==> src/rtl/debounce_pkg.sv <==
// Shared definitions for the button debouncer: FSM state encoding and
// parameter legality checks.
package debounce_pkg;

  localparam logic [1:0] ST_IDLE_LOW   = 2'd0;
  localparam logic [1:0] ST_CHECK_HIGH = 2'd1;
  localparam logic [1:0] ST_IDLE_HIGH  = 2'd2;
  localparam logic [1:0] ST_CHECK_LOW  = 2'd3;

  typedef enum logic [1:0] {
    IDLE_LOW   = ST_IDLE_LOW,
    CHECK_HIGH = ST_CHECK_HIGH,
    IDLE_HIGH  = ST_IDLE_HIGH,
    CHECK_LOW  = ST_CHECK_LOW
  } state_t;

  localparam int MIN_DEBOUNCE_CYCLES = 2;
  localparam int MIN_SYNC_STAGES     = 2;

  // True when both parameters are inside their legal ranges.
  function automatic bit params_legal(input int debounce_cycles, input int sync_stages);
    return (debounce_cycles >= MIN_DEBOUNCE_CYCLES) && (sync_stages >= MIN_SYNC_STAGES);
  endfunction

endpackage

==> src/rtl/button_debouncer_if.sv <==
// Button-side signal bundle: raw input towards the debouncer, conditioned
// level, pulses and busy flag back out.
interface button_debouncer_if;
  logic btn_in;
  logic btn_level;
  logic press_pulse;
  logic release_pulse;
  logic busy;

  modport master (
    output btn_in,
    input  btn_level,
    input  press_pulse,
    input  release_pulse,
    input  busy
  );

  modport slave (
    input  btn_in,
    output btn_level,
    output press_pulse,
    output release_pulse,
    output busy
  );
endinterface

==> src/rtl/sync_chain.sv <==
// Multi-flop synchronizer for a single asynchronous input; q is the last stage.
module sync_chain #(
  parameter int STAGES = 2
) (
  input  logic clk,
  input  logic rst,
  input  logic d,
  output logic q
);

  logic [STAGES-1:0] sync_q;
  logic [STAGES-1:0] sync_d;

  // Shift the raw input one stage deeper each cycle.
  always_comb begin
    sync_d = {sync_q[STAGES-2:0], d};
  end

  // Synchronizer flops, cleared by reset.
  always_ff @(posedge clk) begin
    if (rst) sync_q <= '0;
    else     sync_q <= sync_d;
  end

  assign q = sync_q[STAGES-1];

endmodule

==> src/rtl/button_debouncer.sv <==
// Debounces a raw push-button: synchronizes it, times candidate level changes
// and emits a registered level plus one-cycle press/release pulses.
module button_debouncer
  import debounce_pkg::*;
#(
  parameter int DEBOUNCE_CYCLES = 1_000_000,
  parameter int SYNC_STAGES     = 2
) (
  input  logic                clk,
  input  logic                rst,
  button_debouncer_if.slave   bus
);

  localparam int             CNT_W   = $clog2(DEBOUNCE_CYCLES);
  localparam logic [CNT_W-1:0] CNT_MAX = CNT_W'(DEBOUNCE_CYCLES - 1);

  if (!params_legal(DEBOUNCE_CYCLES, SYNC_STAGES)) begin : g_bad_params
    $error("button_debouncer: DEBOUNCE_CYCLES and SYNC_STAGES must both be >= 2");
  end

  logic btn_sync;

  sync_chain #(.STAGES(SYNC_STAGES)) u_sync (
    .clk (clk),
    .rst (rst),
    .d   (bus.btn_in),
    .q   (btn_sync)
  );

  state_t           state_q, state_d;
  logic [CNT_W-1:0] cnt_q, cnt_d;
  logic             level_q, level_d;
  logic             press_q, press_d;
  logic             release_q, release_d;
  logic             busy_q, busy_d;

  // Next-state, timer and output logic; the timer restarts on every state entry.
  always_comb begin
    state_d   = state_q;
    cnt_d     = cnt_q;
    level_d   = level_q;
    press_d   = 1'b0;
    release_d = 1'b0;
    case (state_q)
      IDLE_LOW: begin
        if (btn_sync) begin
          state_d = CHECK_HIGH;
          cnt_d   = '0;
        end
      end
      CHECK_HIGH: begin
        if (!btn_sync) begin
          state_d = IDLE_LOW;
          cnt_d   = '0;
        end else if (cnt_q == CNT_MAX) begin
          state_d = IDLE_HIGH;
          cnt_d   = '0;
          level_d = 1'b1;
          press_d = 1'b1;
        end else begin
          cnt_d = cnt_q + CNT_W'(1);
        end
      end
      IDLE_HIGH: begin
        if (!btn_sync) begin
          state_d = CHECK_LOW;
          cnt_d   = '0;
        end
      end
      CHECK_LOW: begin
        if (btn_sync) begin
          state_d = IDLE_HIGH;
          cnt_d   = '0;
        end else if (cnt_q == CNT_MAX) begin
          state_d   = IDLE_LOW;
          cnt_d     = '0;
          level_d   = 1'b0;
          release_d = 1'b1;
        end else begin
          cnt_d = cnt_q + CNT_W'(1);
        end
      end
      default: begin
        state_d = IDLE_LOW;
        cnt_d   = '0;
      end
    endcase
    busy_d = (state_d == CHECK_HIGH) || (state_d == CHECK_LOW);
  end

  // State, timer and output registers; reset drops any in-flight candidate.
  always_ff @(posedge clk) begin
    if (rst) begin
      state_q   <= IDLE_LOW;
      cnt_q     <= '0;
      level_q   <= 1'b0;
      press_q   <= 1'b0;
      release_q <= 1'b0;
      busy_q    <= 1'b0;
    end else begin
      state_q   <= state_d;
      cnt_q     <= cnt_d;
      level_q   <= level_d;
      press_q   <= press_d;
      release_q <= release_d;
      busy_q    <= busy_d;
    end
  end

  assign bus.btn_level     = level_q;
  assign bus.press_pulse   = press_q;
  assign bus.release_pulse = release_q;
  assign bus.busy          = busy_q;

endmodule

==> src/flat_wrapper.sv <==
// flat-port wrapper written by rule: the top's interface ports become plain ports
module button_debouncer_flat import debounce_pkg::*;
#(
  parameter int DEBOUNCE_CYCLES = 1_000_000,
  parameter int SYNC_STAGES     = 2
)
  (clk, rst, bus_btn_in, bus_btn_level, bus_press_pulse, bus_release_pulse, bus_busy);
  button_debouncer_if bus_i ();
  input  logic clk;
  input  logic rst;
  input wire logic [$bits(bus_i.btn_in)-1:0] bus_btn_in;
  output wire logic [$bits(bus_i.btn_level)-1:0] bus_btn_level;
  output wire logic [$bits(bus_i.press_pulse)-1:0] bus_press_pulse;
  output wire logic [$bits(bus_i.release_pulse)-1:0] bus_release_pulse;
  output wire logic [$bits(bus_i.busy)-1:0] bus_busy;
  assign bus_i.btn_in = bus_btn_in;
  assign bus_btn_level = bus_i.btn_level;
  assign bus_press_pulse = bus_i.press_pulse;
  assign bus_release_pulse = bus_i.release_pulse;
  assign bus_busy = bus_i.busy;
  button_debouncer #(.DEBOUNCE_CYCLES(DEBOUNCE_CYCLES), .SYNC_STAGES(SYNC_STAGES)) u_core (.clk(clk), .rst(rst), .bus(bus_i));
endmodule
==> config.mk <==
export PLATFORM = sky130hd
export DESIGN_NAME = button_debouncer_flat
export DESIGN_NICKNAME = d
export VERILOG_FILES = /design/src/rtl/debounce_pkg.sv /design/src/rtl/button_debouncer_if.sv /design/src/rtl/sync_chain.sv /design/src/rtl/button_debouncer.sv /design/src/flat_wrapper.sv
export SDC_FILE = /design/constraint.sdc
export NUM_CORES = 1
export LEC_CHECK = 0
export CAP_MARGIN = 20
export CORE_MARGIN = 2
export CORE_UTILIZATION = 35
export CTS_CLUSTER_SIZE = 28
export DETAILED_ROUTE_END_ITERATION = 10
export GPL_ROUTABILITY_DRIVEN = 1
export SKIP_CTS_REPAIR_TIMING = 1
export SYNTH_ARGS = -nofsm -noshare
export SYNTH_HDL_FRONTEND = slang
export SYNTH_SLANG_ARGS = --single-unit
==> constraint.sdc <==
create_clock -name clk -period 2.41 [get_ports clk]
set_input_delay 0.482 -clock clk [delete_from_list [all_inputs] [get_ports clk]]
set_output_delay 0.482 -clock clk [all_outputs]
set_load 0.02 [all_outputs]
Word level (Yosys, flattened, before mapping)
Index checks and enable logic that the tools add are counted.
{"block": "word_totals", "regBits": 28, "in_bits": 3, "out_inout_bits": 4, "wordCells": 49}
{"block": "classes", "add_sub_neg": 1, "eq_ne": 12, "n_mux": 19, "n_bitwise": 3, "reduce_logical": 7}
{"operator": "20-bit two-way mux", "count": 5}
{"operator": "20-bit case mux with 4 select lines", "count": 1}
{"operator": "20-bit by 1-bit adder with 20-bit output (second input constant)", "count": 1}
{"operator": "20-bit == test (second input constant)", "count": 1}
{"operator": "2-bit two-way mux", "count": 6}
{"operator": "2-bit != test (second input constant)", "count": 4}
{"operator": "2-bit case mux with 4 select lines", "count": 1}
{"operator": "2-bit == test (second input constant)", "count": 3}
{"operator": "3-bit OR reduction", "count": 2}
{"operator": "1-bit two-way mux", "count": 5}
{"operator": "5-bit AND reduction", "count": 1}
{"operator": "2-bit by 1-bit == test with 1-bit output (second input constant)", "count": 2}
{"operator": "2-bit by 1-bit != test with 1-bit output (second input constant)", "count": 2}
{"operator": "1-bit NOT", "count": 3}
{"operator": "2-bit zero test", "count": 1}
{"operator": "1-bit case mux with 2 select lines", "count": 1}
{"operator": "2-bit AND reduction", "count": 1}
{"operator": "2-bit nonzero test", "count": 1}
{"operator": "1-bit logical OR", "count": 1}

Logic depth before layout (Yosys ltp)
{"block": "depth", "ltp_word": 6, "depth_mapped": 6, "depth_no_buf": 5}

Hierarchy
Synthesis repeated with hierarchy kept, for this count alone.
{"block": "unflattened", "hier_cells": 150, "hier_area_um2": 1383.8}
{"module": "button_debouncer", "instances": 1, "cells_each": 146, "area_each_um2": 1331.3, "seq_area_each_um2": 500.5}
{"module": "sync_chain", "instances": 1, "cells_each": 4, "area_each_um2": 52.6, "seq_area_each_um2": 40.0}

Worst setup path after synthesis
OpenSTA, ideal clock, no wires.
{"block": "synth_path", "path_kind": "register -> register", "from": "reg u_core.cnt_q[6]", "to": "reg u_core.cnt_q[2]", "setup_ns": 0.118, "arrival_ns": 1.595, "t_required_ns": 2.292, "setup_slack_ns": 0.697, "stages_incl_launch_ff": 6, "n_path_buf": 1, "period_less_slack_ns": 1.713, "path_cell_list": "dfxtp_1 nor4_1 nand4_1 o221ai_2 buf_2 nor2_1"}
{"block": "synth_between", "elab_chain_cells": 4, "elab_cells_between_ends": 5, "classes_between": "eq/ne: 1; mux: 4"}
{"item": "from (decl)", "line": "button_debouncer.sv:31", "source": "logic [CNT_W-1:0] cnt_q, cnt_d;"}
{"item": "from (signal assigned)", "line": "button_debouncer.sv:102", "source": "cnt_q <= cnt_d;"}
{"item": "20-bit == test *", "line": "button_debouncer.sv:55, button_debouncer.sv:74"}
{"item": "20-bit two-way mux *", "line": "button_debouncer.sv:55, button_debouncer.sv:74"}
{"item": "20-bit two-way mux (on tied branches)", "line": "button_debouncer.sv:71, button_debouncer.sv:52"}
{"item": "20-bit case mux with 4 select lines *", "line": "button_debouncer.sv:44", "source": "case (state_q)"}
Mark *: on every way between the ends. The rest lies on a longest branch, timed or not.
A chain may end at the register's enable or synchronous reset.

Worst setup path in the final report
{"block": "layout_path", "from": "reg u_core.busy_q, in the netlist u_core.bus.busy", "to": "out bus_busy"}
{"item": "from (decl)", "line": "button_debouncer.sv:35", "source": "logic busy_q, busy_d;"}
{"item": "from (signal assigned)", "line": "button_debouncer.sv:106", "source": "busy_q <= busy_d;"}
{"item": "to (decl)", "line": "flat_wrapper.sv:15", "source": "output wire logic [$bits(bus_i.busy)-1:0] bus_busy;"}
No word-level cell between the ends.

==> flow_summary.ini <==
[flow_run]
drv_cap = 0

[detailed_routing]
vias = 1115
ant_nets = 0
drc_errors = 0
via_per_inst = 5.55
post_drt_wl_per_cell_microns = 13.4
dr.pass1.iters = 4
wl_mm = 2.70
drt_iter0_markers = 32

[synthesis]
netlist_instances = 146
netlist_area_sq_um = 1330
synth_ff_type = dfxtp_1
synth_edf_count = 0
synth_warnings = 0
syn-num-nets = 150
avgSynthCellArea_sq_um = 9.08
synthDistinctLibCells = 40
synth_seq_cells = 27
yosysSeqAreaShare = 0.408
async_reset_ff_frac = 0

[timing]
fin_crit_ps = 2090
finalMaxSlewViolations = 0
fin_ws_ps = 319
min_period_over_period = 0.868
grt_setup_unrepaired = no
finalSetupViolCount = 0
fin_skew_ps = 6.79
slew_headroom = 0.656
tns_ps = 0
finalHoldViolations = 0
tightest_slew_ps = 514
fmax_ghz = 0.478

[die]
die_w_microns = 65.6
num_rows = 22
start_util = 0.362
die_h_microns = 65.6
dieArea_sq_um = 4300
core-area_sq_um = 3660
io_pins = 7

[cts]
cts_buffers = 3
clk_pin_slew_ps = 90
ctsLongestPathBuffers = 2
tritoncts = built
htree_levels = 1
clock_tree.root_cell = clkbuf_8
clkSinkCount = 27
clock_latency_ps = 280

[critical_path]
crit_family = buffers and inverters
worst-path-buf-inv = 1
cp_slowest_cell = clkdlybuf4s50_1
cp.required_ps = 1930
crit_type = flip-flop to output port
cp_cell_sequence = clkdlybuf4s50_1
path_max_fanout = 12
critPathMaxStageDelay_ps = 700
endpoint_kind = output port
cp-start-kind = flip-flop
arrival_ps = 1610

[run_status]
status = finished, final reports clean

[layout]
fillers = 374
drive_gt1_frac = 0.0850
nets = 158
areaGrowthSynthToFinish_pct = 11.8
antennaDiodeCount = 0

[hold_path]
hp-class = flip-flop to flip-flop

[power_and_ir_drop]
power_leakage_uw = 0.000463
ir_drop_mv = 0.318
p_per_area_nw_per_um2 = 509

[place]
dp_hpwl_mm = 1.91
place_ws_ps = 503
gp_congestion = 0.751
io_buffers = 6

[global_route]
grt-ovfl-total = 0
grt_pass1_wl_mm = 4.86
grt_max_degree = 17
grtUsageTotal = 0.144
antenna_found_initial = 0
grt_pass1_vias = 1073
-- stage by stage --
| step | instances | hold slack (ps) | power [uW] | area, sq um | util |
|---|---|---|---|---|---|
| after floorplan | 146 | 414 | 489 | 1330 | - |
| after global placement | 197 | 429 | 507 | 1440 | 0.392 |
| after detailed placement | 197 | 437 | 508 | 1440 | 0.392 |
| after CTS | 201 | 459 | 763 | 1480 | 0.405 |
| after global routing | 201 | 466 | 782 | 1480 | 0.405 |
| final | 201 | 455 | 755 | 1480 | 0.405 |
-- power by group --
| group | internal (uW) | switching [uW] |
|---|---|---|
| registers | 451 | 5.26 |
| clock network | 116 | 142 |
| logic | 17.9 | 23.0 |
-- routing by layer --
metal  GRT usage  vias up  wire length, microns
met2       0.228       10                  1280
met1       0.193      533                  1310
met4      0.0625        0                    40
li1            -      568                     -
met3      0.0257        4                    69
met5           0        -                     0
-- logic make-up after synthesis --
family	synth area share
adders and majority gates	0.00943
and+or+nand+nor	0.262
xor gates and xnor gates	0.0519
AOI/OAI and AO/OA	0.225
buffers and inverters	0.0443
DFF	0.408
-- sequential cells by signal, summed over array words and instances (netlist names) --
| signal | flops |
|---|---|
| u_core.bus.release_pulse | 1 |
| u_core.bus.btn_level | 1 |
| u_core.u_sync.sync_q | 2 |
| u_core.cnt_q | 20 |
| u_core.bus.press_pulse | 1 |
| u_core.state_q | 1 |
| u_core.bus.busy | 1 |
-- layout make-up --
class,instances,area [sq um],share of cell area
inverters,7,26.3,0.0177
flip-flops and latches,27,541,0.365
clock inverters,1,5.00,0.00338
well taps,48,60.1,0.0405
clock buffers,3,41.3,0.0278
multi-input cells,106,727,0.490
repair buffers,9,82.6,0.0557
-- worst paths after layout --
kind | slack, ps | cells after the start | endpoint | start
worst max register to register | 500 | 4 | u_core.bus.btn_level | u_core.cnt_q[0]
worst max-delay path | 320 | 1 | bus_busy | u_core.bus.busy
worst min-delay path | 450 | 1 | u_core.u_sync.sync_q[1] | u_core.u_sync.sync_q[0]
worst min register to register | 450 | 1 | u_core.u_sync.sync_q[1] | u_core.u_sync.sync_q[0]
-- cells in the final DEF, fill, tap and decap left out, types with 5 or more instances in the layout --
cell / count
a21oi_1: 12
clkdlybuf4s50_1: 6
dfxtp_1: 27
inv_1: 7
nand2_1: 9
nand3_1: 6
nor2_1: 6
o21ai_0: 6
o31ai_1: 6
or3_1: 5
or4_1: 6
-- synthesized netlist by cell type (2+ instances only) --
library cell | n | area share
buf_2 | 2 | 0.0075
nand3_1 | 6 | 0.023
nor4_1 | 2 | 0.0094
nor2_1 | 6 | 0.017
or4_1 | 6 | 0.034
o21a_1 | 2 | 0.011
xor2_1 | 4 | 0.026
o211ai_1 | 3 | 0.017
o2111ai_1 | 4 | 0.026
inv_1 | 7 | 0.020
and3_1 | 4 | 0.019
or3_1 | 5 | 0.024
xnor2_1 | 2 | 0.013
dfxtp_1 | 27 | 0.41
o31ai_1 | 6 | 0.034
nand4_1 | 4 | 0.019
o21ai_0 | 6 | 0.023
nor2b_1 | 3 | 0.014
clkbuf_1 | 3 | 0.0085
nor3_1 | 2 | 0.0075
nand2_1 | 9 | 0.025
and4_1 | 3 | 0.020
nor4b_1 | 2 | 0.013
a21oi_1 | 12 | 0.045
Power figures use the tool's default switching activity.
